$ cat src/rtl/ikaopm_acc_sched_pkg.sv
// rtl/ikaopm_acc_sched_pkg.sv - slot/operator encodings, carrier table and S/H windows for the accumulator scheduler
package ikaopm_acc_sched_pkg;

    typedef enum logic [1:0] {
        OP_M1 = 2'd0,
        OP_M2 = 2'd1,
        OP_C1 = 2'd2,
        OP_C2 = 2'd3
    } op_e;

    typedef struct packed {
        logic [1:0] op;
        logic [2:0] ch;
    } slot_t;

    typedef struct packed {
        logic [1:0] rl;
        logic [2:0] alg;
    } ch_cfg_t;

    // One nibble per algorithm (ALG7 in the top nibble), bit index = operator.
    localparam logic [31:0] CARRIER_TBL = {4'b1111, 4'b1110, 4'b1110, 4'b1100,
                                           4'b1000, 4'b1000, 4'b1000, 4'b1000};

    localparam logic [4:0] FRAME_LAST = 5'd31;
    localparam logic [4:0] SH1_FIRST  = 5'd18;
    localparam logic [4:0] SH1_LAST   = 5'd21;
    localparam logic [4:0] SH2_FIRST  = 5'd2;
    localparam logic [4:0] SH2_LAST   = 5'd5;

    function automatic logic is_carrier(input logic [2:0] alg, input op_e op);
        return CARRIER_TBL[{alg, op}];
    endfunction

endpackage

$ cat src/rtl/ikaopm_acc_sched_if.sv
// rtl/ikaopm_acc_sched_if.sv - register/strobe bundle of the scheduler; mute ports under IKAOPM_ACC_SCHED_MUTE_EN
interface ikaopm_acc_sched_if;
    logic       i_phi1_NCEN_n;
    logic       i_CYCLE_SYNC;
    logic       i_REG_WR;
    logic [2:0] i_REG_CH;
    logic [1:0] i_REG_RL;
    logic [2:0] i_REG_ALG;
    logic       i_NE_WR;
    logic       i_NE;
`ifdef IKAOPM_ACC_SCHED_MUTE_EN
    logic       i_MUTE_WR;
    logic [7:0] i_MUTE;
`endif
    logic       o_CYCLE_12;
    logic       o_CYCLE_29;
    logic       o_CYCLE_00_16;
    logic       o_CYCLE_06_22;
    logic       o_CYCLE_01_TO_16;
    logic       o_ACC_SNDADD;
    logic [1:0] o_RL;
    logic       o_NE;
    logic       o_SH1;
    logic       o_SH2;

    modport master (
`ifdef IKAOPM_ACC_SCHED_MUTE_EN
        output i_MUTE_WR, i_MUTE,
`endif
        output i_phi1_NCEN_n, i_CYCLE_SYNC, i_REG_WR, i_REG_CH, i_REG_RL, i_REG_ALG, i_NE_WR, i_NE,
        input  o_CYCLE_12, o_CYCLE_29, o_CYCLE_00_16, o_CYCLE_06_22, o_CYCLE_01_TO_16,
        input  o_ACC_SNDADD, o_RL, o_NE, o_SH1, o_SH2
    );

    modport slave (
`ifdef IKAOPM_ACC_SCHED_MUTE_EN
        input  i_MUTE_WR, i_MUTE,
`endif
        input  i_phi1_NCEN_n, i_CYCLE_SYNC, i_REG_WR, i_REG_CH, i_REG_RL, i_REG_ALG, i_NE_WR, i_NE,
        output o_CYCLE_12, o_CYCLE_29, o_CYCLE_00_16, o_CYCLE_06_22, o_CYCLE_01_TO_16,
        output o_ACC_SNDADD, o_RL, o_NE, o_SH1, o_SH2
    );
endinterface

$ cat src/rtl/ikaopm_acc_sched_cnt.sv
// rtl/ikaopm_acc_sched_cnt.sv - 5-bit frame counter with registered cycle decodes and S/H windows
module ikaopm_acc_sched_cnt
    import ikaopm_acc_sched_pkg::*;
(
    input  logic       i_EMUCLK,
    input  logic       i_MRST,
    input  logic       i_ce,
    input  logic       i_sync,
    output logic [4:0] o_cnt,
    output logic       o_commit,
    output logic       o_CYCLE_12,
    output logic       o_CYCLE_29,
    output logic       o_CYCLE_00_16,
    output logic       o_CYCLE_06_22,
    output logic       o_CYCLE_01_TO_16,
    output logic       o_SH1,
    output logic       o_SH2
);
    // A realign on the last cycle drops that frame's commit.
    assign o_commit = i_ce && !i_sync && (o_cnt == FRAME_LAST);

    always_ff @(posedge i_EMUCLK) begin
        if (i_MRST) begin
            o_cnt            <= 5'd0;
            o_CYCLE_12       <= 1'b0;
            o_CYCLE_29       <= 1'b0;
            o_CYCLE_00_16    <= 1'b0;
            o_CYCLE_06_22    <= 1'b0;
            o_CYCLE_01_TO_16 <= 1'b0;
            o_SH1            <= 1'b0;
            o_SH2            <= 1'b0;
        end else if (i_ce) begin
            o_CYCLE_12       <= (o_cnt == 5'd12);
            o_CYCLE_29       <= (o_cnt == 5'd29);
            o_CYCLE_00_16    <= (o_cnt[3:0] == 4'd0);
            o_CYCLE_06_22    <= (o_cnt[3:0] == 4'd6);
            o_CYCLE_01_TO_16 <= (o_cnt >= 5'd1) && (o_cnt <= 5'd16);
            o_SH1            <= (o_cnt >= SH1_FIRST) && (o_cnt <= SH1_LAST);
            o_SH2            <= (o_cnt >= SH2_FIRST) && (o_cnt <= SH2_LAST);
            o_cnt            <= i_sync ? 5'd0 : o_cnt + 5'd1;
        end
    end
endmodule

$ cat src/rtl/ikaopm_acc_sched.sv
// rtl/ikaopm_acc_sched.sv - OPM accumulator scheduler: shadow/committed channel tables; optional IKAOPM_ACC_SCHED_MUTE_EN
module ikaopm_acc_sched
    import ikaopm_acc_sched_pkg::*;
#(
    parameter logic [4:0] SLOT_OFS = 5'd0
) (
    input logic                 i_EMUCLK,
    input logic                 i_MRST,
    ikaopm_acc_sched_if.slave   bus
);
    logic       ce;
    logic       commit;
    logic [4:0] cnt;

    assign ce = !bus.i_phi1_NCEN_n;

    ikaopm_acc_sched_cnt u_cnt (
        .i_EMUCLK         (i_EMUCLK),
        .i_MRST           (i_MRST),
        .i_ce             (ce),
        .i_sync           (bus.i_CYCLE_SYNC),
        .o_cnt            (cnt),
        .o_commit         (commit),
        .o_CYCLE_12       (bus.o_CYCLE_12),
        .o_CYCLE_29       (bus.o_CYCLE_29),
        .o_CYCLE_00_16    (bus.o_CYCLE_00_16),
        .o_CYCLE_06_22    (bus.o_CYCLE_06_22),
        .o_CYCLE_01_TO_16 (bus.o_CYCLE_01_TO_16),
        .o_SH1            (bus.o_SH1),
        .o_SH2            (bus.o_SH2)
    );

    ch_cfg_t    sh_cfg  [8];
    ch_cfg_t    sh_next [8];
    ch_cfg_t    cm_cfg  [8];
    logic       sh_ne, ne_next, ne_q;
    logic       snd_q;
    logic [1:0] rl_q;
    slot_t      slot;
    ch_cfg_t    cur;
    logic       add;

    // Shadow as it will look after this edge; a write on the commit edge lands in the commit.
    always_comb begin
        sh_next = sh_cfg;
        if (bus.i_REG_WR) sh_next[bus.i_REG_CH] = {bus.i_REG_RL, bus.i_REG_ALG};
        ne_next = bus.i_NE_WR ? bus.i_NE : sh_ne;
    end

`ifdef IKAOPM_ACC_SCHED_MUTE_EN
    logic [7:0] sh_mute, cm_mute, mute_next;
    assign mute_next = bus.i_MUTE_WR ? bus.i_MUTE : sh_mute;

    always_ff @(posedge i_EMUCLK) begin
        if (i_MRST) begin
            sh_mute <= 8'h00;
            cm_mute <= 8'h00;
        end else begin
            sh_mute <= mute_next;
            if (commit) cm_mute <= mute_next;
        end
    end
`endif

    always_comb begin
        slot = slot_t'(cnt - SLOT_OFS);
        cur  = cm_cfg[slot.ch];
        add  = is_carrier(cur.alg, op_e'(slot.op)) && (cur.rl != 2'b00);
`ifdef IKAOPM_ACC_SCHED_MUTE_EN
        if (cm_mute[slot.ch]) add = 1'b0;
`endif
    end

    always_ff @(posedge i_EMUCLK) begin
        if (i_MRST) begin
            for (int i = 0; i < 8; i++) begin
                sh_cfg[i] <= '0;
                cm_cfg[i] <= '0;
            end
            sh_ne <= 1'b0;
            ne_q  <= 1'b0;
            snd_q <= 1'b0;
            rl_q  <= 2'b00;
        end else begin
            sh_cfg <= sh_next;
            sh_ne  <= ne_next;
            if (commit) begin
                cm_cfg <= sh_next;
                ne_q   <= ne_next;
            end
            if (ce) begin
                snd_q <= add;
                rl_q  <= add ? cur.rl : 2'b00;
            end
        end
    end

    assign bus.o_ACC_SNDADD = snd_q;
    assign bus.o_RL         = rl_q;
    assign bus.o_NE         = ne_q;
endmodule

$ cat src/flat_wrapper.sv
// flat-port wrapper written by rule: the top's interface ports become plain ports
module ikaopm_acc_sched_flat import ikaopm_acc_sched_pkg::*;
#(
    parameter logic [4:0] SLOT_OFS = 5'd0
)
  (i_EMUCLK, i_MRST, bus_i_phi1_NCEN_n, bus_i_CYCLE_SYNC, bus_i_REG_WR, bus_i_REG_CH, bus_i_REG_RL, bus_i_REG_ALG, bus_i_NE_WR, bus_i_NE, bus_o_CYCLE_12, bus_o_CYCLE_29, bus_o_CYCLE_00_16, bus_o_CYCLE_06_22, bus_o_CYCLE_01_TO_16, bus_o_ACC_SNDADD, bus_o_RL, bus_o_NE, bus_o_SH1, bus_o_SH2);
  ikaopm_acc_sched_if bus_i ();
  input logic i_EMUCLK;
  input logic i_MRST;
  input wire logic [$bits(bus_i.i_phi1_NCEN_n)-1:0] bus_i_phi1_NCEN_n;
  input wire logic [$bits(bus_i.i_CYCLE_SYNC)-1:0] bus_i_CYCLE_SYNC;
  input wire logic [$bits(bus_i.i_REG_WR)-1:0] bus_i_REG_WR;
  input wire logic [$bits(bus_i.i_REG_CH)-1:0] bus_i_REG_CH;
  input wire logic [$bits(bus_i.i_REG_RL)-1:0] bus_i_REG_RL;
  input wire logic [$bits(bus_i.i_REG_ALG)-1:0] bus_i_REG_ALG;
  input wire logic [$bits(bus_i.i_NE_WR)-1:0] bus_i_NE_WR;
  input wire logic [$bits(bus_i.i_NE)-1:0] bus_i_NE;
  output wire logic [$bits(bus_i.o_CYCLE_12)-1:0] bus_o_CYCLE_12;
  output wire logic [$bits(bus_i.o_CYCLE_29)-1:0] bus_o_CYCLE_29;
  output wire logic [$bits(bus_i.o_CYCLE_00_16)-1:0] bus_o_CYCLE_00_16;
  output wire logic [$bits(bus_i.o_CYCLE_06_22)-1:0] bus_o_CYCLE_06_22;
  output wire logic [$bits(bus_i.o_CYCLE_01_TO_16)-1:0] bus_o_CYCLE_01_TO_16;
  output wire logic [$bits(bus_i.o_ACC_SNDADD)-1:0] bus_o_ACC_SNDADD;
  output wire logic [$bits(bus_i.o_RL)-1:0] bus_o_RL;
  output wire logic [$bits(bus_i.o_NE)-1:0] bus_o_NE;
  output wire logic [$bits(bus_i.o_SH1)-1:0] bus_o_SH1;
  output wire logic [$bits(bus_i.o_SH2)-1:0] bus_o_SH2;
  assign bus_i.i_phi1_NCEN_n = bus_i_phi1_NCEN_n;
  assign bus_i.i_CYCLE_SYNC = bus_i_CYCLE_SYNC;
  assign bus_i.i_REG_WR = bus_i_REG_WR;
  assign bus_i.i_REG_CH = bus_i_REG_CH;
  assign bus_i.i_REG_RL = bus_i_REG_RL;
  assign bus_i.i_REG_ALG = bus_i_REG_ALG;
  assign bus_i.i_NE_WR = bus_i_NE_WR;
  assign bus_i.i_NE = bus_i_NE;
  assign bus_o_CYCLE_12 = bus_i.o_CYCLE_12;
  assign bus_o_CYCLE_29 = bus_i.o_CYCLE_29;
  assign bus_o_CYCLE_00_16 = bus_i.o_CYCLE_00_16;
  assign bus_o_CYCLE_06_22 = bus_i.o_CYCLE_06_22;
  assign bus_o_CYCLE_01_TO_16 = bus_i.o_CYCLE_01_TO_16;
  assign bus_o_ACC_SNDADD = bus_i.o_ACC_SNDADD;
  assign bus_o_RL = bus_i.o_RL;
  assign bus_o_NE = bus_i.o_NE;
  assign bus_o_SH1 = bus_i.o_SH1;
  assign bus_o_SH2 = bus_i.o_SH2;
  ikaopm_acc_sched #(.SLOT_OFS(SLOT_OFS)) u_core (.i_EMUCLK(i_EMUCLK), .i_MRST(i_MRST), .bus(bus_i));
endmodule
$ cat config.mk
export PLATFORM = sky130hd
export DESIGN_NAME = ikaopm_acc_sched_flat
export DESIGN_NICKNAME = d
export VERILOG_FILES = /design/src/rtl/ikaopm_acc_sched_pkg.sv /design/src/rtl/ikaopm_acc_sched_if.sv /design/src/rtl/ikaopm_acc_sched_cnt.sv /design/src/rtl/ikaopm_acc_sched.sv /design/src/flat_wrapper.sv
export SDC_FILE = /design/constraint.sdc
export NUM_CORES = 1
export LEC_CHECK = 0
export ABC_AREA = 1
export BUFFER_PORTS_ARGS = -buffer_cell sky130_fd_sc_hd__buf_2
export CAP_MARGIN = 20
export CORE_MARGIN = 2
export CORE_UTILIZATION = 45
export CTS_BUF_LIST = sky130_fd_sc_hd__clkbuf_8
export CTS_CLUSTER_DIAMETER = 30
export DETAILED_ROUTE_END_ITERATION = 10
export PLACE_DENSITY = 0.64
export RECOVER_POWER = 50
export SLEW_MARGIN = 20
export SYNTH_ARGS = -nofsm -noshare
export SYNTH_HDL_FRONTEND = slang
export SYNTH_HIERARCHICAL = 1
export SYNTH_SLANG_ARGS = --single-unit
$ cat constraint.sdc
create_clock -name i_EMUCLK -period 6 [get_ports i_EMUCLK]
set_input_delay 1.2 -clock i_EMUCLK [delete_from_list [all_inputs] [get_ports i_EMUCLK]]
set_output_delay 1.2 -clock i_EMUCLK [all_outputs]
set_load 0.02 [all_outputs]
Word-level counts from Yosys, hierarchy flattened
Memory sizes are Yosys's and may differ from the RTL's.
Index checks and enable logic that the tools add are counted.
Cells by class
  add/sub/neg operators: 1
  $mul: 0
  divide/modulo/power cells: 0
  $lt $le $gt $ge: 10
  equal/unequal tests: 4
  shifts and indexed selects: 0
  muxes and demuxes: 11
  bitwise logic cells: 2
  reduce and logical (&&, ||, !) cells: 11
Operators with widths (number)
  bitwise mux 40 bit: 1
  2-to-1 mux 40 bit: 1
  2-to-1 mux 5 bit: 4
  binary-select mux 5 bit (select 3 bit): 1
  demux 5 bit (select 3 bit): 1
  == test 5 bit, second input constant: 2
  <= comparator 5 bit, second input constant: 2
  greater-or-equal comparator 4 bit, second input constant: 2
  NOT 3 -> 4 bit: 2
  logical AND 1 bit: 7
  less-than comparator 5 x 6 -> 1 bit, second input constant: 1
  adder 5 x 1 -> 5 bit, second input constant: 1
  == test 5 x 4 -> 1 bit, second input constant: 1
  greater-or-equal comparator 5 x 1 -> 1 bit, second input constant: 1
  greater-or-equal comparator 5 x 2 -> 1 bit, second input constant: 1
  greater-or-equal comparator 5 bit, second input constant: 1
  <= comparator 5 x 3 -> 1 bit, second input constant: 1
  == test 4 x 3 -> 1 bit, second input constant: 1
  logical NOT 4 bit: 1
  less-than comparator 4 x 1 -> 1 bit, second input constant: 1
  logical NOT 1 bit: 2
  2-to-1 mux 1 bit: 2
  2-to-1 mux 2 bit: 1
  nonzero test 2 bit: 1
Word-level totals
  register bits: 97
  latch bits: 0
  bits in writable memories: 0
  bits in read-only memories: 32
  input port bits: 15
  output and inout bits: 11
  logic and storage cells: 84
  memories kept: 1
Memory list
  (name not given): depth 32, bits a word 1, read ports 1, clocked after memory_dff 0, write ports 0, RTL line ikaopm_acc_sched_pkg.sv:32  | return CARRIER_TBL[{alg, op}];

Logic depth before layout (Yosys ltp)
Gate-level depths: netlist (run 1).
  depth in word-level cells: 8
  mapped depth: 13
  gate-level depth less buffers: 11

Cells and area by module
The synthesis (run 1) kept the hierarchy.
By module, submodules not included
  ikaopm_acc_sched: times used 1, cells an instance 490, area an instance 3654.8 µm², sequential area each 1701.6 µm²
  ikaopm_acc_sched_cnt: times used 1, cells an instance 87, area an instance 660.6 µm², sequential area each 240.2 µm²

Least setup slack after synthesis (run 1)
No wires, ideal clock.
  path kind: input port to flip-flop
  start point: in bus_i_phi1_NCEN_n
  end point: reg u_core/cm_cfg[23] (netlist bit)
  setup time: 0.056 ns
  arrival: 2.543 ns
  data required time: 5.944 ns
  slack: 3.402 ns
  stages on the path: 12
  path buffers: 3
  cell sequence: inv_1 buf_4 inv_2 nor2_4 inv_1 nor2_1 buf_2 clkinv_1 clkbuf_1 a21oi_1 nand2_1 inv_1
On the way
  cells in the longest elaborated chain, start to end: 3
Ends and longest elaborated chain
  start, declared: RTL line flat_wrapper.sv:10  | input wire logic [$bits(bus_i.i_phi1_NCEN_n)-1:0] bus_i_phi1_NCEN_n;
  logical NOT 1 bit: RTL line ikaopm_acc_sched.sv:15  | assign ce = !bus.i_phi1_NCEN_n;
  logical AND 1 bit (2 in series): RTL line ikaopm_acc_sched_cnt.sv:20  | assign o_commit = i_ce && !i_sync && (o_cnt == FRAME_LAST);
  via u_core.commit: RTL line ikaopm_acc_sched.sv:12  | logic commit;
  end signal, assigned: RTL line ikaopm_acc_sched.sv:88  | cm_cfg <= sh_next;
  end, declared: RTL line ikaopm_acc_sched.sv:35  | ch_cfg_t cm_cfg [8];
The timed path passes the listed nets, and every way through them passes these cells.
A chain may end at the register's enable or synchronous reset.

==> results of run 1 <==
## worst max-delay path: stages
cell and delay, ps:
clkbuf_1 1430, buf_4 620, inv_1 190, o21ai_0 130
a21oi_1 60
## cells by family (layout without fill, tap and decap cells)
group | Yosys count | count (layout)
buffers and inverters | 111 | 127
AND/OR/NAND/NOR | 246 | 246
multiplexers | 25 | 25
AO/OA/AOI/OAI | 93 | 93
flip-flops | 97 | 97
adder cells (fa/ha/maj) | 5 | 5
## layout make-up
class | instances | area [sq um]
multi-input cells | 369 | 1920
fillers | 949 | 4610
clock buffers | 9 | 124
clock inverters | 7 | 78.8
well taps | 129 | 161
inverters | 83 | 312
flip-flops and latches | 97 | 1940
repair buffers | 28 | 133
## power by group through the flow
stage,registers [mW],logic (mW),clock network [mW]
after floorplan,0.673,0.0566,0
after global placement,0.671,0.0795,0
after detailed placement,0.671,0.0810,0
after CTS,0.656,0.0812,0.443
after global routing,0.657,0.0901,0.468
final,0.656,0.0805,0.431
## cell usage in the layout, fill, tap and decap left out, drive strengths merged
cell,count
inv,83
o211ai,5
clkinv,6
buf,16
nor3,2
mux2i,25
nand3,27
clkbuf,21
nand4,4
bufinv,1
nand2,121
o21ai,14
a211o,22
ha,5
a21oi,52
nor2,92
dfxtp,97
## state kept, by name, summed over array words and instances (netlist names)
signal                         count
u_core/u_cnt/o_SH2                 1
u_core/u_cnt/o_CYCLE_06_22         1
u_core/sh_ne                       1
u_core/bus.o_RL                    2
u_core/u_cnt/o_CYCLE_00_16         1
u_core/u_cnt/o_CYCLE_29            1
u_core/u_cnt/o_CYCLE_12            1
u_core/bus.o_NE                    1
u_core/cm_cfg                     40
u_core/bus.o_ACC_SNDADD            1
u_core/u_cnt/o_CYCLE_01_TO_16      1
u_core/u_cnt/o_SH1                 1
u_core/sh_cfg                     40
u_core/u_cnt/o_cnt                 5
## worst min path at each step
stage                                          to  cells past startpoint                     from
after global placement         u_core/bus.o_RL[1]                      2       u_core/bus.o_RL[1]
after floorplan                 u_core/sh_cfg[14]                      2        u_core/sh_cfg[14]
final                          u_core/bus.o_RL[0]                      2       u_core/bus.o_RL[0]
after detailed placement       u_core/bus.o_RL[0]                      2       u_core/bus.o_RL[0]
after global routing      u_core/bus.o_ACC_SNDADD                      2  u_core/bus.o_ACC_SNDADD
after CTS                      u_core/bus.o_RL[0]                      2       u_core/bus.o_RL[0]
## metal layers
layer  up-vias  wire [um]
li1       1844          -
met1      1608       4470
met2        56       4470
met3         9        351
met4         0        126
met5         -          0
==> out/results.ini, run 1 <==
[floorplanning]
core_area_sq_um=9280
dieWidth_um=102
die_y_um=102
io_pins=26
start_util_pct=46.5
rows=35
dieArea_sq_um=10400

[sta]
slew_violations=49
setup_violations=0
period_needed_ps=3420
tightest_slew_ps=2040
fmax_mhz=293
finClkSkew_ps=9.35
worst_slack_ps=2580
setup_tns_ps=0
finalHoldViolCount=0
max_slew_margin_pct=-36.3
whs_ps=466
rsz0062_at_grt=no
fin_crit_sh_pct=57.0

[layout]
final_nets=608
n_antenna_cell=0
finalInstanceArea_sq_um=4670
drive_above_1_share_pct=8.94
fin_cells=722
area_delta_synth_final_pct=8.32
utilization_pct=50.4

[global_routing]
use_met2_pct=32.2
grt_pass1_vias=3151
grt_use_total_pct=19.1
grt-busiest-layer=met2
grt_first_pass_wirelength_um=15300
grt_max_degree=65
grtUsageMet3_pct=3.69
overflow=0
antenna_found_initial=0
gr-usage-met1_pct=24.8

[outcome]
violations=max-capacitance violations, max-slew violations
outcome=complete, but fails checks

[synth]
synth_seq_area_share_pct=45.0
synth_nets=597
synth_fa_ha_area_share_pct=1.45
muxShareOfSynthArea_pct=5.80
synthTopCellsByCount=nand2_1 (113), dfxtp_1 (97), nor2_1 (88)
synth_cell_type_count=29
synth_top_family_by_area=simple AND/OR/NAND/NOR gates
syn_inst=577
async_reset_ff_share_pct=0
synth_compound_area_share_pct=13.2
ys_ff_latch=97
syn_avg_cell_area_sq_um=7.48
ys.flop_type=dfxtp_1
synth_area_sq_um=4320
synth_area_leaders=dfxtp_1 (45%), nand2_1 (9.8%), nor2_1 (7.7%)
synth.top_cell.area_share_pct=45.0
synthSimpleGateAreaFrac_pct=24.0
synthXorXnorAreaFrac_pct=0
synth_edf_count=0
ys_warn_count=6
synth_top_cell_by_area=dfxtp_1
yosysMostFrequentCell=nand2_1

[pwr]
p_sw_share_pct=25.3
switching_power_mw=0.296
leakage_nw=2.25
seq_power_share_pct=56.2
powerDensity_nw_per_um2=250
p_int_mw=0.872
combPwrFrac_pct=6.9
power_mw=1.17
irDropWorstVdd_mv=0.187
clkPwrFrac_pct=36.9

[critical_path]
r2r_slack_ps=2590
worstPathMaxFanout=48
r2r_cells=11
cp-end-kind=register
r2r_start=u_core/u_cnt/o_cnt[1]
endpoint=u_core/u_cnt/o_CYCLE_12
cp-startpoint=i_MRST
reg2reg_to=u_core/cm_cfg[26]
worstPathArrival_ps=3660
required_ps=6240
crit_type=in -> reg
start_kind=primary input

[clock_tree]
cts_resized=0
cts_root_buf=clkbuf_8
cts_tree=yes
postCtsSetupRepairBufs=0
clk_path_buf_depth=2
clkLatencyLatePin_ps=360
htreeDepth=3
cts.clk_slew.worst_paths_ps=90
holdBufCountCts=0
numClockSinks=97
cts_buffers=9

[placement]
hpwl_um=6050
portBuffers=25
dp.cells=706
gp_congestion=0.860
place_ws_ps=2270
placed_area_sq_um=4490

[route]
first_pass_iters=4
ant_nets=0
drc=0
vias=3517
wire_per_inst_um=13.0
drtIter0Drc=203
via_per_inst=4.87
drt_wl_total_um=9420

[worst_hold_path]
hold_class=reg -> reg

[flow_run]
max-cap-violations=1

Power figures use the tool's default switching activity.
==> run 2, diff against run 1 <==
--- a/config.mk
+++ b/config.mk
@@ -13,7 +13,7 @@
 export CTS_BUF_LIST = sky130_fd_sc_hd__clkbuf_8
 export CTS_CLUSTER_DIAMETER = 30
 export DETAILED_ROUTE_END_ITERATION = 10
-export PLACE_DENSITY = 0.64
+export PLACE_DENSITY = 0.66
 export RECOVER_POWER = 50
 export SLEW_MARGIN = 20
 export SYNTH_ARGS = -nofsm -noshare
==> constraint.sdc (replaced) <==
create_clock -name i_EMUCLK -period 2.9 [get_ports i_EMUCLK]
set_input_delay 0.58 -clock i_EMUCLK [delete_from_list [all_inputs] [get_ports i_EMUCLK]]
set_output_delay 0.58 -clock i_EMUCLK [all_outputs]
set_load 0.02 [all_outputs]
==> out/results.ini, run 2 (synthesized netlist as in run 1, its figures left out) <==
[sta]
finClkSkew_ps=9.21  ; -0.144 ps
finalHoldViolCount=0  ; unchanged
setup_tns_ps=0  ; unchanged
period_needed_ps=2420
slew_violations=35  ; -29%
rsz0062_at_grt=no
tightest_slew_ps=1740  ; -305 ps
fin_crit_sh_pct=83.3
max_slew_margin_pct=-16.0  ; +20 points
worst_slack_ps=483  ; -2100 ps
fmax_mhz=414
setup_violations=0  ; unchanged

[route]
drc=0  ; unchanged
via_per_inst=4.92  ; +0.95%
vias=3570  ; +1.5%
first_pass_iters=6  ; +2
wire_per_inst_um=12.7  ; -3.0%
drtIter0Drc=143  ; -30%
ant_nets=0  ; unchanged
drt_wl_total_um=9180  ; -2.5%

[critical_path]
worstPathMaxFanout=35  ; -27%
crit_type=in -> reg
start_kind=primary input
required_ps=3160  ; -3080 ps
worstPathArrival_ps=2670  ; -990 ps
cp-end-kind=register

[layout]
most-common-layout-cells=nand2_1 (113), dfxtp_1 (97), nor2_1 (87)
final_common_cell=nand2_1
area_delta_synth_final_pct=9.45
fill_cells=925  ; -2.5%
final_nets=612  ; +0.66%
fin_cells=726  ; +0.55%
n_antenna_cell=0  ; unchanged
top_regs=u_core/cm_cfg x40, u_core/sh_cfg x40, u_core/u_cnt/o_cnt x5
drive_above_1_share_pct=9.88  ; +0.95 points

[floorplanning]
start_util_pct=46.5  ; unchanged
dieArea_sq_um=10400  ; unchanged
io_pins=26  ; unchanged
dieWidth_um=102  ; unchanged
die_y_um=102  ; unchanged
rows=35  ; unchanged
core_area_sq_um=9280  ; unchanged

[global_routing]
grt_max_degree=65  ; unchanged
overflow=0  ; unchanged
grt_pass1_vias=3341  ; +6.0%
grt_use_total_pct=19.1  ; +0.068 points
grt_first_pass_wirelength_um=15600  ; +1.7%
antenna_found_initial=0  ; unchanged

[pwr]
p_int_mw=1.80  ; +110%
irDropWorstVdd_mv=0.338  ; +81%
clkPwrFrac_pct=36.1  ; -0.8 points
p_sw_share_pct=24.8  ; -0.55 points
powerDensity_nw_per_um2=506  ; +100%
leakage_nw=2.28  ; +1.4%
switching_power_mw=0.592  ; +100%
combPwrFrac_pct=7.2  ; +0.3 points
seq_power_share_pct=56.7  ; +0.5 points

[placement]
hpwl_um=6070  ; +0.26%
dp.cells=710  ; +0.57%
portBuffers=25  ; unchanged
place_ws_ps=519  ; -1760 ps
gp_congestion=0.861  ; +0.13%

[clock_tree]
clk_path_buf_depth=2  ; unchanged
numClockSinks=97  ; unchanged
cts_resized=0  ; unchanged
cts.clk_slew.worst_paths_ps=90  ; about the same
cts_buffers=9  ; unchanged
cts_tree=yes
holdBufCountCts=0  ; unchanged
cts_root_buf=clkbuf_8
htreeDepth=3  ; unchanged
clkLatencyLatePin_ps=360  ; about the same
postCtsSetupRepairBufs=0  ; unchanged

[flow_run]
max-cap-violations=1  ; unchanged

[outcome]
violations=max-capacitance violations, max-slew violations
outcome=complete, but fails checks

[worst_hold_path]
hold_class=reg -> reg

[run 2: area by class of cell]
class                   count  area (sq um)  area share (%)
multi-input cells         369          1920            40.7
flip-flops and latches     97          1940            41.1
repair buffers             32           189            4.00
inverters                  83           312            6.60
well taps                 129           161            3.42
clock inverters             7          71.3            1.51
clock buffers               9           124            2.62
[run 2: worst max-delay path: stages]
cell and delay (ps):
clkbuf_1 1230, clkbuf_2 630, a21oi_1 90, nand2_1 100
inv_1 40
[run 2: final timing paths]
path,from,end,slack (ps),cells past startpoint
worst max-delay path,i_MRST,u_core/cm_cfg[14],480,5
worst min-delay path,u_core/bus.o_RL[1],u_core/bus.o_RL[1],460,2
worst max register to register,u_core/u_cnt/o_cnt[3],u_core/cm_cfg[20],770,11
worst min register to register,u_core/bus.o_RL[1],u_core/bus.o_RL[1],460,2
[run 2: power groups by stage]
stage | clock network, mW | logic (mW) | registers [mW]
after detailed placement | 0 | 0.173 | 1.39
final | 0.863 | 0.172 | 1.35
after global routing | 0.943 | 0.194 | 1.36
after CTS | 0.895 | 0.173 | 1.36
after global placement | 0 | 0.170 | 1.39
after floorplan | 0 | 0.117 | 1.39
[run 2: per-stage QoR]
stage / instance area [sq um] / utilization [%] / hold slack [ps] / power (mW)
after floorplan: 4320 / - / 447 / 1.51
after global placement: 4540 / 48.9 / 445 / 1.56
after detailed placement: 4540 / 48.9 / 449 / 1.56
after CTS: 4740 / 51.0 / 461 / 2.42
after global routing: 4720 / 50.9 / 499 / 2.49
final: 4720 / 50.9 / 461 / 2.39
[run 2: per-layer routing]
metal / routed length, um / GRT usage [%]
met1: 4390 / 24.6
met4: 96 / 6.05
met5: 0 / 0
met3: 366 / 3.76
met2: 4330 / 32.5
